### src/rtl/kurm_pkg.sv
`default_nettype none
// ----------------------------------------------------------------------------
// kurm_pkg : shared KURM opcodes, sequencer state and next-PC select encodings
// Rev 1.0
// ----------------------------------------------------------------------------
package kurm_pkg;

  localparam logic [3:0] OP_AND  = 4'b0000;
  localparam logic [3:0] OP_OR   = 4'b0001;
  localparam logic [3:0] OP_ADD  = 4'b0010;
  localparam logic [3:0] OP_SUB  = 4'b0110;
  localparam logic [3:0] OP_SLT  = 4'b0111;
  localparam logic [3:0] OP_LW   = 4'b1000;
  localparam logic [3:0] OP_SW   = 4'b1010;
  localparam logic [3:0] OP_BNE  = 4'b1110;
  localparam logic [3:0] OP_JUMP = 4'b1111;

  typedef enum logic [1:0] {
    ST_IDLE    = 2'd0,
    ST_FETCH   = 2'd1,
    ST_ISSUE   = 2'd2,
    ST_RESOLVE = 2'd3
  } seq_state_e;

  typedef enum logic [1:0] {
    NPC_INC      = 2'd0,
    NPC_JUMP     = 2'd1,
    NPC_BR_TAKEN = 2'd2
  } npc_sel_e;

  function automatic logic is_legal_op(input logic [3:0] op);
    case (op)
      OP_AND, OP_OR, OP_ADD, OP_SUB, OP_SLT,
      OP_LW, OP_SW, OP_BNE, OP_JUMP: return 1'b1;
      default:                       return 1'b0;
    endcase
  endfunction

endpackage
`default_nettype wire

### src/rtl/kurm_next_pc.sv
`default_nettype none
// ----------------------------------------------------------------------------
// kurm_next_pc : combinational next-PC (increment, absolute jump, taken branch)
// Rev 1.0
// ----------------------------------------------------------------------------
module kurm_next_pc
  import kurm_pkg::*;
#(
  parameter int PC_W    = 8,
  parameter int INSTR_W = 16
)(
  input  logic [PC_W-1:0]    i_pc,
  input  logic [INSTR_W-1:0] i_instr,
  input  npc_sel_e           i_sel,
  output logic [PC_W-1:0]    o_next_pc
);

  logic [PC_W-1:0] w_off;
  logic [PC_W-1:0] w_inc;
  logic            w_unused_instr;

  // Branch offset is instr[7:0], sign-extended or truncated to the PC width.
  generate
    if (PC_W > 8) begin : g_sext_wide
      assign w_off = {{(PC_W-8){i_instr[7]}}, i_instr[7:0]};
    end else if (PC_W == 8) begin : g_sext_exact
      assign w_off = i_instr[7:0];
    end else begin : g_sext_trunc
      assign w_off = i_instr[PC_W-1:0];
    end
  endgenerate

  assign w_inc = i_pc + PC_W'(1);

  always_comb begin
    o_next_pc = w_inc;
    case (i_sel)
      NPC_JUMP:     o_next_pc = i_instr[PC_W-1:0];
      NPC_BR_TAKEN: o_next_pc = w_inc + w_off;
      default:      o_next_pc = w_inc;
    endcase
  end

  assign w_unused_instr = ^i_instr;

endmodule
`default_nettype wire

### src/rtl/kurm_instr_sequencer.sv
`default_nettype none
// ----------------------------------------------------------------------------
// kurm_instr_sequencer : PC, instruction fetch (req/ack), issue (valid/ready)
// Rev 1.0
// ----------------------------------------------------------------------------
module kurm_instr_sequencer
  import kurm_pkg::*;
#(
  parameter int              PC_W     = 8,
  parameter int              INSTR_W  = 16,
  parameter logic [PC_W-1:0] RESET_PC = '0
)(
  input  logic               clk,
  input  logic               rst_n,
  output logic               imem_req,
  output logic [PC_W-1:0]    imem_addr,
  input  logic               imem_ack,
  input  logic [INSTR_W-1:0] imem_rdata,
  output logic               instr_valid,
  input  logic               instr_ready,
  output logic [3:0]         opcode,
  output logic [INSTR_W-1:0] instr,
  output logic [PC_W-1:0]    issue_pc,
  input  logic               cond_valid,
  input  logic               cond_ne,
  output logic               illegal
);

  seq_state_e         r_state;
  seq_state_e         w_state_nxt;
  logic [PC_W-1:0]    r_pc;
  logic [INSTR_W-1:0] r_instr;
  logic [PC_W-1:0]    r_issue_pc;
  logic               r_illegal;

  npc_sel_e           w_sel;
  logic               w_pc_load;
  logic               w_capture;
  logic               w_illegal_nxt;
  logic               w_fetch_ack;
  logic [3:0]         w_fetch_op;
  logic [3:0]         w_issue_op;
  logic [PC_W-1:0]    w_next_pc;

  assign w_fetch_op  = imem_rdata[INSTR_W-1 -: 4];
  assign w_issue_op  = r_instr[INSTR_W-1 -: 4];
  // The illegal-pulse cycle stays in FETCH with req low, so any ack then is stray.
  assign w_fetch_ack = imem_ack && !r_illegal;

  kurm_next_pc #(
    .PC_W    (PC_W),
    .INSTR_W (INSTR_W)
  ) u_next_pc (
    .i_pc      (r_pc),
    .i_instr   (r_instr),
    .i_sel     (w_sel),
    .o_next_pc (w_next_pc)
  );

  always_ff @(posedge clk) begin
    if (!rst_n) begin
      r_state <= ST_IDLE;
    end else begin
      r_state <= w_state_nxt;
    end
  end

  always_comb begin
    w_state_nxt   = r_state;
    w_sel         = NPC_INC;
    w_pc_load     = 1'b0;
    w_capture     = 1'b0;
    w_illegal_nxt = 1'b0;
    case (r_state)
      ST_IDLE: begin
        w_state_nxt = ST_FETCH;
      end
      ST_FETCH: begin
        if (w_fetch_ack) begin
          if (is_legal_op(w_fetch_op)) begin
            w_capture   = 1'b1;
            w_state_nxt = ST_ISSUE;
          end else begin
            w_illegal_nxt = 1'b1;
            w_pc_load     = 1'b1;
          end
        end
      end
      ST_ISSUE: begin
        if (instr_ready) begin
          if (w_issue_op == OP_JUMP) begin
            w_sel       = NPC_JUMP;
            w_pc_load   = 1'b1;
            w_state_nxt = ST_FETCH;
          end else if (w_issue_op == OP_BNE) begin
            w_state_nxt = ST_RESOLVE;
          end else begin
            w_pc_load   = 1'b1;
            w_state_nxt = ST_FETCH;
          end
        end
      end
      ST_RESOLVE: begin
        if (cond_valid) begin
          w_sel       = cond_ne ? NPC_BR_TAKEN : NPC_INC;
          w_pc_load   = 1'b1;
          w_state_nxt = ST_FETCH;
        end
      end
      default: begin
        w_state_nxt = ST_IDLE;
      end
    endcase
  end

  always_ff @(posedge clk) begin
    if (!rst_n) begin
      r_pc       <= RESET_PC;
      r_instr    <= '0;
      r_issue_pc <= '0;
      r_illegal  <= 1'b0;
    end else begin
      r_illegal <= w_illegal_nxt;
      if (w_pc_load) begin
        r_pc <= w_next_pc;
      end
      if (w_capture) begin
        r_instr    <= imem_rdata;
        r_issue_pc <= r_pc;
      end
    end
  end

  assign imem_req    = (r_state == ST_FETCH) && !r_illegal;
  assign imem_addr   = r_pc;
  assign instr_valid = (r_state == ST_ISSUE);
  assign opcode      = w_issue_op;
  assign instr       = r_instr;
  assign issue_pc    = r_issue_pc;
  assign illegal     = r_illegal;

endmodule
`default_nettype wire

### config.mk
export PLATFORM = sky130hd
export DESIGN_NAME = kurm_instr_sequencer
export DESIGN_NICKNAME = d
export VERILOG_FILES = /design/src/rtl/kurm_pkg.sv /design/src/rtl/kurm_next_pc.sv /design/src/rtl/kurm_instr_sequencer.sv
export SDC_FILE = /design/constraint.sdc
export NUM_CORES = 1
export LEC_CHECK = 0
export BUFFER_PORTS_ARGS = -buffer_cell sky130_fd_sc_hd__buf_2
export CORE_MARGIN = 10
export CORE_UTILIZATION = 45
export DETAILED_ROUTE_END_ITERATION = 6
export GPL_TIMING_DRIVEN = 0
export PLACE_DENSITY = 0.71
export SLEW_MARGIN = 15
export SYNTH_ARGS = -nofsm -noshare
export SYNTH_HDL_FRONTEND = slang
export SYNTH_SLANG_ARGS = --single-unit
### constraint.sdc
create_clock -name clk -period 3.2 [get_ports clk]
set_input_delay 0.16 -clock clk [delete_from_list [all_inputs] [get_ports clk]]
set_output_delay 0.16 -clock clk [all_outputs]
set_load 0.03 [all_outputs]
==> results_dict.tcl, run 1 <==
set metrics [dict create \
    status "completed" \
    power.density_nw_per_um2 437 \
    ys_seq_area_share_pct 34.6 \
    cp_top_family "compound AO/OA/AOI/OAI gates" \
    io_buffers 59 \
    cp_max_fo 7 \
    maxClockFrequency_mhz 353 \
    drc 0 \
    p_sw_uw 321 \
    tightest_slew_ps 583 \
    drive_above_1_share_pct 25.8 \
    fin_tns_setup_ps 0 \
    timing.slew.headroom_pct 61.1 \
    period_needed_ps 2830 \
    cts_buffers 5 \
    required_ps 3370 \
    post_cts_buffers 0 \
    core-area_sq_um 4350 \
    ant_nets 0 \
    die_area_sq_um 7590 \
    swShare_pct 29.4 \
    placed_cell_area_sq_um 2390 \
    crit_top_cell "ha_1" \
    crit_buf_inv 0 \
    cts_tree "done" \
    cts.path.max_buffers 2 \
    area_growth_pct 23.6 \
    startpoint_type "flip-flop" \
    p_seq_share_pct 43.1 \
    critical_path_arrival_ps 3000 \
    grt_first_pass_wirelength_um 9010 \
    fin_crit_sh_pct 88.5 \
    clk_pin_slew_ps 70 \
    hold_viol_final 0 \
    endpoint_kind "flip-flop" \
    finalWirelength_um 5720 \
    synth_top_area_share_pct 34.6 \
    rsz0062_at_grt "no" \
    routed_via_density 5.29 \
    setup_viol 0 \
    gp_congestion 0.896 \
    p_leak_nw 1.17 \
    synth_top_area_cell "dfxtp_1" \
    clk_latency_ps 290 \
    hold_buffers 0 \
    syn_area_sq_um 2030 \
    clock_skew_ps 2.57 \
    overflow 0 \
    hp-class "in2reg" \
    combPwrFrac_pct 18.0 \
    numClockSinks 35 \
    ys_ff_latch 35 \
    yosys_warnings 0 \
    crit_slowest_cell "dfxtp_1" \
    grt_usage_pct 14.6 \
    h-tree-depth 2 \
    pin_count 61 \
    cts_resized 0 \
    syn_area_per_cell_sq_um 7.94 \
    via_count 1978 \
    die_y_um 87.1 \
    peakVddDrop_uv 254 \
    crit_type "reg2reg" \
    drtPass1Iterations 4 \
    synth_cells 255 \
    wl_per_cell_um 15.3 \
    maxSlewViolCount 0 \
    start_util_pct 46.5 \
    synth_cell_types 41 \
    drtIter0Drc 89 \
    cts_root_buffer "clkbuf_8" \
    cap_violations 0 \
    internal_power_uw 772 \
    power_frac_clock_pct 38.9 \
    netlist_top_cells_area "dfxtp_1, nand2_1, ha_1" \
    final_cell_area_sq_um 2500 \
    synth_nets 294 \
    nets 360 \
    grt_max_degree 12 \
    slowest_delay_ps 470 \
    n_antenna_cell 0 \
    cp_cell_sequence "ha_1 > nand2_1 > nor2_1 > xor2_1 > ha_1 > a21o_1 > a31o_2 > a21oi_1 > xnor2_1 > a311oi_1 > o221ai_1" \
    grt_pass1_vias 1923 \
    num_rows 24 \
    antenna_found_initial 0 \
    dieWidth_um 87.1 \
    dp_hpwl_um 4300 \
]
[synth_stat cells]
cell and n:
nor3_1 1, nand4_1 2, inv_1 10, or3_4 1, a211oi_1 4, mux2i_1 4, buf_4 7, xor2_1 5
and4_1 1, a311oi_1 1, o211ai_1 3, o221a_2 1, a21oi_1 32, o32ai_1 2, xnor2_1 5, a221oi_1 4
clkbuf_1 7, nand3_2 1, a31o_2 1, nand2_1 61, a32o_1 1, buf_6 1, nor2b_4 1, nand3_1 8
a21boi_0 1, and2_1 1, o22ai_1 1, o21ai_0 6, a21o_1 3, a22o_1 1, nor3b_1 2, nor2_1 13
dfxtp_1 35, fa_1 1, o221ai_1 1, a31oi_1 2, ha_1 16, a22oi_1 1, buf_2 3, nand2b_1 3
o21bai_1 1
[per-layer routing]
| metal | vias up | track usage [%] | share of wire, % |
|---|---|---|---|
| li1 | 1007 | - | - |
| met1 | 929 | 16.9 | 44 |
| met2 | 36 | 24.8 | 49 |
| met3 | 6 | 5.43 | 5.9 |
| met4 | 0 | 3.62 | 1.3 |
| met5 | - | 0 | 0 |
[area by class of cell]
| cell class | instances | area [sq um] |
|---|---|---|
| clock inverters | 2 | 35.0 |
| multi-input cells | 192 | 1180 |
| repair buffers | 59 | 295 |
| inverters | 10 | 37.5 |
| well taps | 52 | 65.1 |
| flip-flops and latches | 35 | 701 |
| plain buffers | 18 | 105 |
| clock buffers | 6 | 82.6 |
| fillers | 416 | 1850 |
[final timing paths]
kind / from / to / slack, ps / depth (start not counted)
max: imem_addr[0]$_SDFFE_PN0P_ / imem_addr[7]$_SDFFE_PN0P_ / 370 / 11
min: imem_rdata[6] / instr[6]$_SDFFE_PN0P_ / 100 / 3
max reg2reg: imem_addr[0]$_SDFFE_PN0P_ / imem_addr[7]$_SDFFE_PN0P_ / 370 / 11
min reg2reg: instr[11]$_SDFFE_PN0P_ / instr[11]$_SDFFE_PN0P_ / 450 / 2
[metrics by stage]
| step | power [mW] | std cells | util [%] | worst slack, ps | hold slack, ps |
|---|---|---|---|---|---|
| 6_report | 1.09 | 374 | 57.5 | 368 | 96.5 |
| 5_1_grt | 1.14 | 374 | 57.5 | 146 | 93.4 |
| 4_1_cts | 1.10 | 374 | 57.5 | 391 | 93.4 |
| 3_5_place_dp | 0.677 | 366 | 54.8 | 413 | 406 |
| 3_3_place_gp | 0.674 | 366 | 54.8 | 425 | 400 |
| 2_1_floorplan | 0.613 | 255 | - | 478 | 296 |
[kinds of logic after synthesis]
group           synth area share (%)
simple gates                    20.7
compound gates                  20.5
flops                           34.6
buf+inv                         7.04
fa+ha+maj                       10.9
xor+xnor                        4.32
mux                             1.98
[state kept, by name, summed over array words and instances (netlist names)]
| signal | cells |
|---|---|
| illegal | 1 |
| r_state | 2 |
| instr | 16 |
| issue_pc | 8 |
| imem_addr | 8 |
[placed cells by master (no fill, tap or decap), drive strengths merged, types with 2 or more instances in the layout]
master / count
a211oi: 4
a21o: 3
a21oi: 32
a221oi: 4
a31oi: 2
buf: 70
clkbuf: 13
dfxtp: 35
ha: 16
inv: 10
mux2i: 4
nand2: 61
nand2b: 3
nand3: 9
nand4: 2
nor2: 13
nor3b: 2
o211ai: 3
o21ai: 6
o32ai: 2
xnor2: 5
xor2: 5
[power groups by stage]
stage	clock network, mW	logic [mW]	registers (mW)
4_1_cts	0.433	0.198	0.471
3_3_place_gp	0	0.193	0.481
3_5_place_dp	0	0.196	0.482
2_1_floorplan	0	0.110	0.503
5_1_grt	0.450	0.215	0.474
6_report	0.425	0.197	0.471
[worst reg2reg max path, delay by kind of cell, from the launching register on]
| kind | cells | cell delay (ps) |
|---|---|---|
| flops | 1 | 470 |
| xor+xnor | 2 | 340 |
| compound gates | 5 | 1090 |
| simple gates | 2 | 230 |
| fa+ha+maj | 2 | 560 |
(Power assumes the default switching activity.)
==> run 2, diff against run 1 <==
--- a/config.mk
+++ b/config.mk
@@ -5,6 +5,7 @@
 export SDC_FILE = /design/constraint.sdc
 export NUM_CORES = 1
 export LEC_CHECK = 0
+export ABC_AREA = 1
 export BUFFER_PORTS_ARGS = -buffer_cell sky130_fd_sc_hd__buf_2
 export CORE_MARGIN = 10
 export CORE_UTILIZATION = 45
==> run 2 against run 1 <==
Worst setup slack gained 330 ps. Sequential share of layout area down 1.0 points. Largest cell class unchanged. Critical endpoint unchanged. Critical path type unchanged. First-iteration DRC count down 1.1%.
==> results_dict.tcl, run 2 <==
set metrics [dict create \
    status "completed" \
    largest_reg_flops 16 \
    synth_nets 348 \
    ys_top_cells_by_count "nand2_1, a21oi_1, dfxtp_1, inv_1, o21ai_0" \
    dp_hpwl_um 4650 \
    hold_buffers 0 \
    routed_via_density 5.03 \
    num-fill-cells 474 \
    endpoint_kind "flip-flop" \
    required_ps 3350 \
    critical_path_arrival_ps 2650 \
    nets 415 \
    drive_above_1_share_pct 24.9 \
    busiest_layer "met2" \
    cp_cell_sequence "nand2_1 > nor2_4 > inv_1 > nor2_1 > xnor2_1 > clkinv_1 > ha_1 > nand2_1 > inv_1 > nand2_1 > o21ai_0 > nand3_1 > nand3_1 > nand2_1 > nand2_1 > a21oi_2" \
    drtPass1Iterations 5 \
    synth_cell_types 33 \
    cp_top_family "simple AND/OR/NAND/NOR gates" \
    overflow 0 \
    startpoint "imem_addr[2]$_SDFFE_PN0P_" \
    final_util_pct 55.8 \
    cts_buffers 5 \
    maxSlewViolCount 0 \
    crit_buf_inv 3 \
    die_y_um 89.1 \
    setup_viol 0 \
    rsz0062_at_grt "no" \
    syn_area_sq_um 2150 \
    dpl.cell_count 423 \
    gp_congestion 0.862 \
    dieWidth_um 89.1 \
    grt_first_pass_wirelength_um 9940 \
    met1_usage_pct 18.8 \
    peakVddDrop_uv 251 \
    via_count 2168 \
    netlist_top_cells_area "dfxtp_1, nand2_1, a21oi_1" \
    syn_area_per_cell_sq_um 6.94 \
    startpoint_type "flip-flop" \
    core-area_sq_um 4660 \
    io_buffers 60 \
    cts.path.max_buffers 2 \
    wl_per_cell_um 13.6 \
    fin_crit_sh_pct 78.2 \
    maxClockFrequency_mhz 400 \
    grt_util_met2_pct 26.3 \
    cts_tree "done" \
    period_needed_ps 2500 \
    pin_count 61 \
    slowest_delay_ps 420 \
    h-tree-depth 2 \
    tightest_slew_ps 598 \
    grt_max_degree 12 \
    n_antenna_cell 0 \
    final_common_cell "nand2_1" \
    finalNonFillerCells 431 \
    hold_viol_final 0 \
    cts_root_buffer "clkbuf_8" \
    crit_type "reg2reg" \
    worstHoldStart "imem_rdata[6]" \
    synth_top_area_cell "dfxtp_1" \
    clock_skew_ps 5.11 \
    clk_pin_slew_ps 70 \
    post_cts_buffers 0 \
    layout_common_cells "nand2_1, buf_2, a21oi_1" \
    p_leak_nw 1.29 \
    die_area_sq_um 7930 \
    synth.most_common_cell "nand2_1" \
    ant_nets 0 \
    crit_top_cell "nand2_1" \
    fin_tns_setup_ps 0 \
    cts_resized 0 \
    r2r_start "imem_addr[2]$_SDFFE_PN0P_" \
    met3_usage_pct 4.83 \
    yosys_warnings 0 \
    finalWirelength_um 5880 \
    synth_ff_type "dfxtp_1" \
    async_flop_share_pct 0 \
    num_rows 25 \
    clk_latency_ps 290 \
    cp_max_fo 6 \
    synth_cells 309 \
    drtIter0Drc 88 \
    grt_pass1_vias 2200 \
    numClockSinks 35 \
    synth_top_area_share_pct 32.7 \
    cap_violations 0 \
    synth_edf_count 0 \
    start_util_pct 46.0 \
    power.density_nw_per_um2 420 \
    antenna_found_initial 0 \
    area_growth_pct 21.1 \
    timing.slew.headroom_pct 60.1 \
    ys_ff_latch 35 \
    drc 0 \
    grt_usage_pct 15.7 \
    hp-class "in2reg" \
    crit_slowest_cell "dfxtp_1" \
    report.power.total_mw 1.09 \
    ys_seq_area_share_pct 32.7 \
]
[run 2: cell count changes after synthesis, sizes merged, moves of 6 or more]
cell and change:
nor2 +7, o21ai +21, nand2 +21, inv +29
a21oi +12, nand3 +6
[run 2: final cells by class]
type / count / area [sq um] / area share [%]
clock buffer: 6 / 72.6 / 2.79
buffer: 13 / 77.6 / 2.99
sequential: 35 / 701 / 27.0
inverter: 40 / 150 / 5.78
timing repair buffer: 60 / 300 / 11.6
multi-input combinational: 221 / 1220 / 46.8
tap: 54 / 67.6 / 2.60
clock inverter: 2 / 12.5 / 0.481
[run 2: worst register-to-register path: stages, from the launching register on]
cell      delay, ps
dfxtp_1         420
nand2_1         120
nor2_4          170
inv_1            60
nor2_1          110
xnor2_1         130
clkinv_1        130
ha_1            360
nand2_1          60
inv_1            70
nand2_1          50
o21ai_0         290
nand3_1         140
nand3_1         100
nand2_1          60
nand2_1          70
a21oi_2          50
[run 2: path summary, 6_finish.rpt]
kind | end | slack, ps | depth (start not counted)
hold reg to reg | issue_pc[2]$_SDFFE_PN0P_ | 470 | 2
hold / removal | instr[6]$_SDFFE_PN0P_ | 110 | 3
setup reg to reg | imem_addr[7]$_SDFFE_PN0P_ | 700 | 16
setup / recovery | imem_addr[7]$_SDFFE_PN0P_ | 700 | 16
[run 2: logic make-up (layout without fill, tap and decap cells)]
group	after synthesis	after routing	share of synthesized area (%)
AND/OR/NAND/NOR	127	127	27.1
AO/OA/AOI/OAI	73	73	17.7
buffers and inverters	53	121	10.6
flip-flops	35	35	32.7
adder cells (fa/ha/maj)	17	17	10.3
XOR/XNOR	3	3	1.22
multiplexers	1	1	0.466
[run 2: per-stage QoR]
stage	setup WS (ps)	hold WS, ps	area (sq um)
floorplan	849	298	2150
global placement	814	409	2510
detailed placement	709	417	2510
CTS	698	113	2600
global route	345	118	2600
finish	698	115	2600
[run 2: power breakdown]
group / internal, mW / switching (mW)
Sequential: 0.464 / 0.0291
Clock: 0.152 / 0.163
Combinational: 0.0945 / 0.189
[run 2: layer usage]
layer | routed length, um | vias to the layer above | share of wire, %
met5 | 0 | - | 0
li1 | - | 1126 | -
met4 | 74 | 0 | 1.3
met3 | 377 | 7 | 6.4
met1 | 2570 | 982 | 44
met2 | 2850 | 53 | 49
